[config.mk]
export PLATFORM = sky130hd
export DESIGN_NAME = pila_param
export DESIGN_NICKNAME = d
export VERILOG_FILES = /design/src/rtl/pila_param_pkg.sv /design/src/rtl/pila_param_mem.sv /design/src/rtl/pila_param.sv
export SDC_FILE = /design/constraint.sdc
export NUM_CORES = 1
export LEC_CHECK = 0
export CAP_MARGIN = 10
export CORE_MARGIN = 1.5
export CORE_UTILIZATION = 62
export CTS_BUF_LIST = sky130_fd_sc_hd__clkbuf_4 sky130_fd_sc_hd__clkbuf_8
export CTS_CLUSTER_DIAMETER = 40
export DETAILED_ROUTE_END_ITERATION = 8
export GPL_TIMING_DRIVEN = 0
export PLACE_DENSITY = 0.82
export SYNTH_ARGS = -nofsm -noshare
export SYNTH_HDL_FRONTEND = slang
export SYNTH_SLANG_ARGS = --single-unit
[constraint.sdc]
create_clock -name clk -period 2.89 [get_ports clk]
set_clock_uncertainty 0.1 [all_clocks]
set_input_delay 0.4335 -clock clk [delete_from_list [all_inputs] [get_ports clk]]
set_output_delay 0.4335 -clock clk [all_outputs]
set_load 0.005 [all_outputs]
[src/rtl/pila_param_pkg.sv]
// Shared definitions for the pila_param LIFO stack: operation codes and the
// pointer-width helper used to size count/hwm.
package pila_param_pkg;

    // Operation code built as {push, pop}.
    typedef enum logic [1:0] {
        OpNone = 2'b00,
        OpPop  = 2'b01,
        OpPush = 2'b10,
        OpRepl = 2'b11
    } op_e;

    // Pointer width able to hold 0..depth inclusive.
    function automatic int unsigned pw_of(input int unsigned depth);
        return $clog2(depth + 1);
    endfunction

endpackage

[src/rtl/pila_param_mem.sv]
// Register-array storage for the stack: one synchronous write port and one
// asynchronous read port. Contents are never cleared.
module pila_param_mem
    import pila_param_pkg::*;
#(
    parameter int unsigned WIDTH = 10,
    parameter int unsigned DEPTH = 16,
    localparam int unsigned AW = $clog2(DEPTH)
) (
    input  logic             clk,
    input  logic             we,
    input  logic [AW-1:0]    waddr,
    input  logic [WIDTH-1:0] wdata,
    input  logic [AW-1:0]    raddr,
    output logic [WIDTH-1:0] rdata
);

    logic [WIDTH-1:0] mem_q [DEPTH];
    logic [WIDTH-1:0] mem_d [DEPTH];

    // Next array contents: copy, then overlay the single write.
    always_comb begin
        mem_d = mem_q;
        if (we) begin
            mem_d[waddr] = wdata;
        end
    end

    // Storage register.
    always_ff @(posedge clk) begin
        mem_q <= mem_d;
    end

    assign rdata = mem_q[raddr];

endmodule

[src/rtl/pila_param.sv]
// Parametrised LIFO stack with full/empty/count status, overflow/underflow
// pulses and atomic replace-top on simultaneous push and pop.
// Optional feature macro: PILA_HWM_EN enables the high-water-mark register;
// without it the hwm port is tied to zero.
module pila_param
    import pila_param_pkg::*;
#(
    parameter int unsigned WIDTH = 10,
    parameter int unsigned DEPTH = 16,
    localparam int unsigned PW = pw_of(DEPTH)
) (
    input  logic             clk,
    input  logic             reset,
    input  logic             push,
    input  logic             pop,
    input  logic [WIDTH-1:0] entrada,
    output logic [WIDTH-1:0] salida,
    output logic [PW-1:0]    count,
    output logic             empty,
    output logic             full,
    output logic             ovf,
    output logic             udf,
    output logic [PW-1:0]    hwm
);

    localparam int unsigned AW = $clog2(DEPTH);

    op_e              op;
    logic [PW-1:0]    sp_q, sp_d;
    logic             ovf_q, ovf_d;
    logic             udf_q, udf_d;
    logic             we;
    logic [AW-1:0]    waddr;
    logic [AW-1:0]    top_idx;
    logic [WIDTH-1:0] rdata;

    assign op      = op_e'({push, pop});
    assign empty   = (sp_q == '0);
    assign full    = (sp_q == PW'(DEPTH));
    // Only meaningful when not empty; the wrap at sp=0 is masked on salida.
    assign top_idx = sp_q[AW-1:0] - AW'(1);

    // Decode the operation into pointer update, memory write and error pulses.
    always_comb begin
        sp_d  = sp_q;
        ovf_d = 1'b0;
        udf_d = 1'b0;
        we    = 1'b0;
        waddr = sp_q[AW-1:0];
        unique case (op)
            OpPush: begin
                if (full) begin
                    ovf_d = 1'b1;
                end else begin
                    we   = 1'b1;
                    sp_d = sp_q + PW'(1);
                end
            end
            OpPop: begin
                if (empty) begin
                    udf_d = 1'b1;
                end else begin
                    sp_d = sp_q - PW'(1);
                end
            end
            OpRepl: begin
                we = 1'b1;
                if (empty) begin
                    // Nothing to replace: behaves as a plain push.
                    sp_d = sp_q + PW'(1);
                end else begin
                    waddr = top_idx;
                end
            end
            OpNone: begin
            end
        endcase
        // Reset wins over any operation in the same cycle.
        if (reset) begin
            we = 1'b0;
        end
    end

    // Pointer and error-pulse registers with synchronous reset.
    always_ff @(posedge clk) begin
        if (reset) begin
            sp_q  <= '0;
            ovf_q <= 1'b0;
            udf_q <= 1'b0;
        end else begin
            sp_q  <= sp_d;
            ovf_q <= ovf_d;
            udf_q <= udf_d;
        end
    end

    pila_param_mem #(
        .WIDTH(WIDTH),
        .DEPTH(DEPTH)
    ) u_mem (
        .clk  (clk),
        .we   (we),
        .waddr(waddr),
        .wdata(entrada),
        .raddr(top_idx),
        .rdata(rdata)
    );

    assign salida = empty ? '0 : rdata;
    assign count  = sp_q;
    assign ovf    = ovf_q;
    assign udf    = udf_q;

`ifdef PILA_HWM_EN
    logic [PW-1:0] hwm_q, hwm_d;

    // Track the largest post-edge count; uses sp_d so it moves with count.
    always_comb begin
        hwm_d = hwm_q;
        if (sp_d > hwm_q) begin
            hwm_d = sp_d;
        end
    end

    // High-water-mark register.
    always_ff @(posedge clk) begin
        if (reset) begin
            hwm_q <= '0;
        end else begin
            hwm_q <= hwm_d;
        end
    end

    assign hwm = hwm_q;
`else
    assign hwm = '0;
`endif

endmodule

**Word level (Yosys, flattened, before mapping)**

Index checks and enable logic that the tools add are counted.

- Bits in read-only memories: 0
- Register bits: 167
- Output and inout bits: 24
- Memory bits (writable): 0
- Word-level logic and storage cells: 60
- Input port bits: 14
- Latch bits: 0
- Memories: 0

- Bitwise gates (word level): 4
- Shift-type cells: 0
- Add/sub/neg operators: 3
- Mux-type cells: 18
- Divide/modulo/power cells: 0
- Reduce and logical (&&, ||, !) cells: 6
- Magnitude comparators: 3
- $mul: 0
- Eq/ne operators: 7

Operator list:

| cell | number |
|---|---|
| bitwise mux 160 bit | 1 |
| binary-select mux 10 bit (select 4 bit) | 1 |
| demux 10 bit (select 4 bit) | 1 |
| two-way mux 10 bit | 4 |
| two-way mux 5 bit | 3 |
| case mux 5 bit (3 select lines) | 1 |
| >= comparator 5 bit, second input constant | 2 |
| NOT 4 -> 5 bit | 2 |
| two-way mux 4 bit | 2 |
| != test 2 bit, second input constant | 3 |
| adder 5 x 1 -> 5 bit, second input constant | 1 |
| == test 5 bit, second input constant | 1 |
| zero test 5 bit | 1 |
| < comparator 5 x 1 -> 1 bit, second input constant | 1 |
| subtractor 5 x 1 -> 5 bit, second input constant | 1 |
| == test 2 bit, second input constant | 2 |
| two-way mux 1 bit | 4 |
| AND reduction 4 bit | 1 |
| OR reduction 2 bit | 2 |
| subtractor 4 x 1 -> 4 bit, second input constant | 1 |
| nonzero test 3 bit | 1 |
| == test 2 x 1 -> 1 bit, second input constant | 1 |
| NOT 1 bit | 2 |
| case mux 1 bit (2 select lines) | 1 |
| logical AND 1 bit | 1 |

**Depth between registers and ports, before layout**

- Word-level depth: 9
- Mapped depth: 9
- Mapped depth without buffers: 8

**Hierarchy**

Synthesis repeated with hierarchy kept, for this count alone.

- Cell total of the unflattened synthesis: 355
- Area total of the unflattened synthesis: 6834.1 um^2

By module, submodules not included:

| module | times used | area an instance (um^2) | cells an instance | sequential area each (um^2) |
|---|---|---|---|---|
| pila_param_mem | 1 | 6153.4 | 269 | 4804.6 |
| pila_param | 1 | 680.7 | 86 | 140.1 |

**Worst setup path after synthesis**

OpenSTA, ideal clock, no wires.

- Kind: register to register
- From: register sp_q[0], in the netlist count[0]
- To: register u_mem.mem_q[40] (netlist bit), enable pin
- Buffers on the path: 2
- Library setup time: 376 ps
- Data required time: 2414 ps
- Setup slack: 239 ps
- Cell stages (with the launch flop): 10
- Arrival: 2175 ps
- Period minus slack after synthesis: 2651 ps
- Cells stage by stage: dfxtp_1 buf_4 inv_2 ha_1 nor4b_4 or2_1 buf_4 o21ai_1 nand2_1 nor2_1

- Cells in the longest elaborated chain, start to end: 4

Ends and longest elaborated chain:

| what | RTL line | source |
|---|---|---|
| start: declaration | pila_param.sv:29 | `logic [PW-1:0] sp_q, sp_d;` |
| start signal: assignment | pila_param.sv:91 | `sp_q <= sp_d;` |
| == test 5 bit | pila_param.sv:39 | `assign full = (sp_q == PW'(DEPTH));` |
| two-way mux 1 bit | pila_param.sv:52 | `if (full) begin` |
| case mux 1 bit (2 select lines) | pila_param.sv:50 | `unique case (op)` |
| two-way mux 1 bit | pila_param.sv:79 | `if (reset) begin` |
| end signal: assignment | pila_param_mem.sv:31 | `mem_q <= mem_d;` |
| end: declaration | pila_param_mem.sv:18 | `logic [WIDTH-1:0] mem_q [DEPTH];` |

Every way passes these cells.
A chain may end at the register's enable or synchronous reset.

**Final worst setup path**

- From: input port push
- To: register u_mem.mem_q[27] (netlist bit), enable pin

- Cells in the longest elaborated chain, start to end: 3
- Elaborated cells between the ends (all ways): 4
- Classes of those cells: eq/ne (2); mux (2)

Ends and longest elaborated chain:

| what | RTL line | source |
|---|---|---|
| start: declaration | pila_param.sv:14 | `input logic push,` |
| == test 2 bit | pila_param.sv:50 |  |
| case mux 1 bit (2 select lines) (*) | pila_param.sv:50 |  |
| two-way mux 1 bit (*) | pila_param.sv:79 |  |

Every way passes the cells marked *; elsewhere a longest branch is shown, timed or not.

==> impl_metrics.csv <==
group,metric,value,unit
global_routing,grt_use_total,25.9,%
sta,worst-slew-pin-transition,1.10,ns
cts,ctsHoldBuffers,0,
sta,fin_crit,3.02,ns
sta,maxSlewHeadroom,26.5,%
sta,finalHoldViolCount,0,
setup_path,cp_common_cell,"nand2_1",
floorplanning,rows,38,
detailed_routing,antenna_left,0,
yosys,syn_area,6890,um2
global_routing,grt_pass1_wl,21.2,mm
global_routing,grt_max_degree,17,
cts,root_buffer,"clkbuf_8",
detailed_routing,vias,3665,
power_and_ir_drop,powerDensity,1110,nW/um2
place,dpl.hpwl,8.66,mm
detailed_routing,via_per_inst,6.41,
status,status,"finished with violations",
yosys,synth_compound_area_share,3.52,%
power_and_ir_drop,sw_frac_of_total,35.0,%
sta,rsz0062_at_grt,"true",
sta,fmax,332,MHz
global_routing,antenna_found_initial,0,
cts,cts_tree,"built",
global_routing,first_global_vias,3677,
cts,cts_made_buffers,17,
finish,instances_no_fill,572,
floorplanning,fp.dieW,108,um
yosys,synth.area.mux_share,16.4,%
place,place_ws,-0.897,ns
detailed_routing,drcViolationCount,0,
cts,clk_latency,0.45,ns
setup_path,critPathMaxFanout,10,
setup_path,crit_chain,"clkdlybuf4s50_1, nand2_1, or2_1, buf_4, o21ai_1, nand2_1, nor2_1",
power_and_ir_drop,p_total,9.05,mW
setup_path,worstSetupPathType,"in2reg",
run,max_cap_viol_count,0,
place,gp_congestion,0.834,
finish,syn_to_final_growth,18.6,%
sta,finalSetupViolCount,20,
setup_path,max_stage_delay,0.88,ns
finish,fillers,577,
finish,nets,439,
global_routing,overflow,0,
detailed_routing,drt_iter0_markers,465,
floorplanning,core,10800,um2
finish,register_area,4950,um2
power_and_ir_drop,power.switching,3.17,mW
power_and_ir_drop,power_frac_clock,18.1,%
power_and_ir_drop,vdd_drop_max,607,uV
floorplanning,die_h,108,um
floorplanning,initial_core_util,63.6,%
cts,clk_pin_slew,0.08,ns
setup_path,cpMaxStageDelayCell,"nor2_1",
status,violations,"setup timing",
cts,ctsHtreeMaxLevel,4,
yosys,postSynthAreaPerCell,19.4,um2
finish,multiInputGateArea,1970,um2
power_and_ir_drop,seqPwrFrac,31.8,%
setup_path,crit_path_start_kind,"input pin",
detailed_routing,drt_wl_total,14.5,mm
yosys,synth_edf_count,160,
cts,cts_buffer_depth,2,
power_and_ir_drop,p_leak,2.66,nW
min_path,min_path_type,"in2reg",
yosys,synth_fa_ha_area_share,1.20,%
cts,clkSinkCount,167,
setup_path,cp_top_family,"simple AND/OR/NAND/NOR gates",
detailed_routing,post_drt_wl_per_cell,25.4,um
yosys,synth-xor-area-share,0.635,%
place,portBuffers,31,
yosys,ys_types,46,
floorplanning,io_pins,38,
yosys,ys_seq_area_share,71.7,%
finish,drive_gt1_share,38.0,%
detailed_routing,drt_pre_antenna_iters,5,
floorplanning,dieArea,11800,um2
place,post-place-cells,530,
sta,fin_crit_sh,104,%
yosys,synth_top_flop_cell,"edfxtp_1",
setup_path,cp_num_buf_inv,2,
setup_path,cp.required,2.85,ns
yosys,yosysWarnings,0,
sta,finalWorstSetupSlack,-0.126,ns
setup_path,worstSetupEndpointType,"flop",
yosys,ys_ff_latch,167,
yosys,synth_top_family_by_area,"multiplexers",
finish,n_antenna_cell,0,
yosys,yosys.area_share.simple,4.05,%
yosys,postSynthCellCount,355,
power_and_ir_drop,comb_power_share,50.1,%
power_and_ir_drop,internal_power,5.88,mW
yosys,ys_async_sr_fraction,0,%
sta,slew_viol_final,0,
sta,fin_tns_setup,-2.15,ns
setup_path,arrival,2.98,ns
[sequential cells by signal, summed over array words and instances, names as in the netlist]
signal / count
udf: 1
ovf: 1
count: 5
u_mem.mem_q: 160
[path summary, 6_finish.rpt]
kind	start	to	slack (ns)	cells after the start
worst max register to register	count[1]	u_mem.mem_q[27]	-0.07	7
worst min register to register	count[1]	count[1]	0.50	2
worst min-delay path	pop	ovf	0.19	2
worst max-delay path	push	u_mem.mem_q[27]	-0.13	7
[placed cells by master, fill, tap and decap left out, types with 4 or more instances in the layout]
cell             Yosys  layout
nand2_1              9       9
mux2i_4              0       4
mux2i_2              0      10
nor3_1               6       6
a21oi_1              4       4
mux4_2              40      40
inv_6                0       4
dfxtp_1              7       5
nor2_2               0      14
nor2_1              20       6
o22ai_1             10       5
edfxtp_1           160     160
buf_2                7      13
o22ai_2              0       5
clkbuf_8             0      17
clkbuf_16            0       4
buf_8                0       5
clkdlybuf4s50_1      0      21
xnor2_1              4       4
mux2i_1             23       9
conb_1               1       5
buf_4               11      14
inv_1                6       5
[power by group through the flow]
stage	clock network (mW)	logic [mW]	registers, mW
after floorplan	0	2.26	2.91
after global placement	0	3.44	2.92
after detailed placement	0	3.53	2.93
after CTS	1.64	4.30	2.87
after global routing	1.73	4.72	2.89
final	1.64	4.53	2.88
[metrics by stage]
step	hold WS (ns)	util, %	area, um2
2_1_floorplan	0.398	-	6910
3_3_place_gp	0.506	68.2	7390
3_5_place_dp	0.559	68.2	7390
4_1_cts	0.176	75.0	8130
5_1_grt	0.195	75.5	8180
6_report	0.194	75.5	8180
[cell usage after synthesis (2+ instances only)]
cell / n / share of area, %
a31oi_1: 3 / 0.27
ha_1: 5 / 0.91
or2_2: 2 / 0.18
o21ai_1: 2 / 0.15
buf_4: 11 / 1.2
nor2b_1: 2 / 0.18
nor3_1: 6 / 0.44
nand2_1: 9 / 0.49
edfxtp_1: 160 / 70
nor2_1: 20 / 1.1
o22ai_1: 10 / 0.91
mux2i_1: 23 / 3.3
nand2b_1: 3 / 0.27
clkbuf_1: 3 / 0.16
mux4_2: 40 / 13
inv_1: 6 / 0.33
buf_2: 7 / 0.51
dfxtp_1: 7 / 2.0
a21oi_1: 4 / 0.29
a31oi_2: 2 / 0.36
xnor2_1: 4 / 0.51
nor3_2: 2 / 0.29
[what timing repair did]
| action | 4_1_cts | 5_1_grt |
|---|---|---|
| cloned | 2 | 0 |
| pin swaps | 4 | 3 |
| gates resized for setup | 111 | 18 |
| buffers inserted | 9 | 0 |
| setup endpoints to repair | 172 | 110 |
[layer usage]
layer	up-vias	GRT usage (%)	wire length, um
li1	1567	-	-
met5	-	0	0
met4	0	10.9	421
met1	1858	35.3	5720
met3	35	5.00	1020
met2	205	41.6	7380
[cell families after synthesis]
kind of cell | Yosys count
multiplexers | 63
AND/OR/NAND/NOR | 52
AO/OA/AOI/OAI | 32
adder cells (fa/ha/maj) | 6
XOR/XNOR | 5
buffers and inverters | 29
other | 1
flip-flops | 167
[cell type report]
class                      instances  share of cell area [%]
tap                              140                    2.14
sequential                       167                    60.5
timing repair buffer              42                    4.54
clock inverter                    14                    1.81
multi-input combinational        163                    24.1
clock buffer                      18                    2.95
inverter                           7                   0.474
buffer                            21                    3.40
Note: power is estimated with default switching activity, not from simulation.
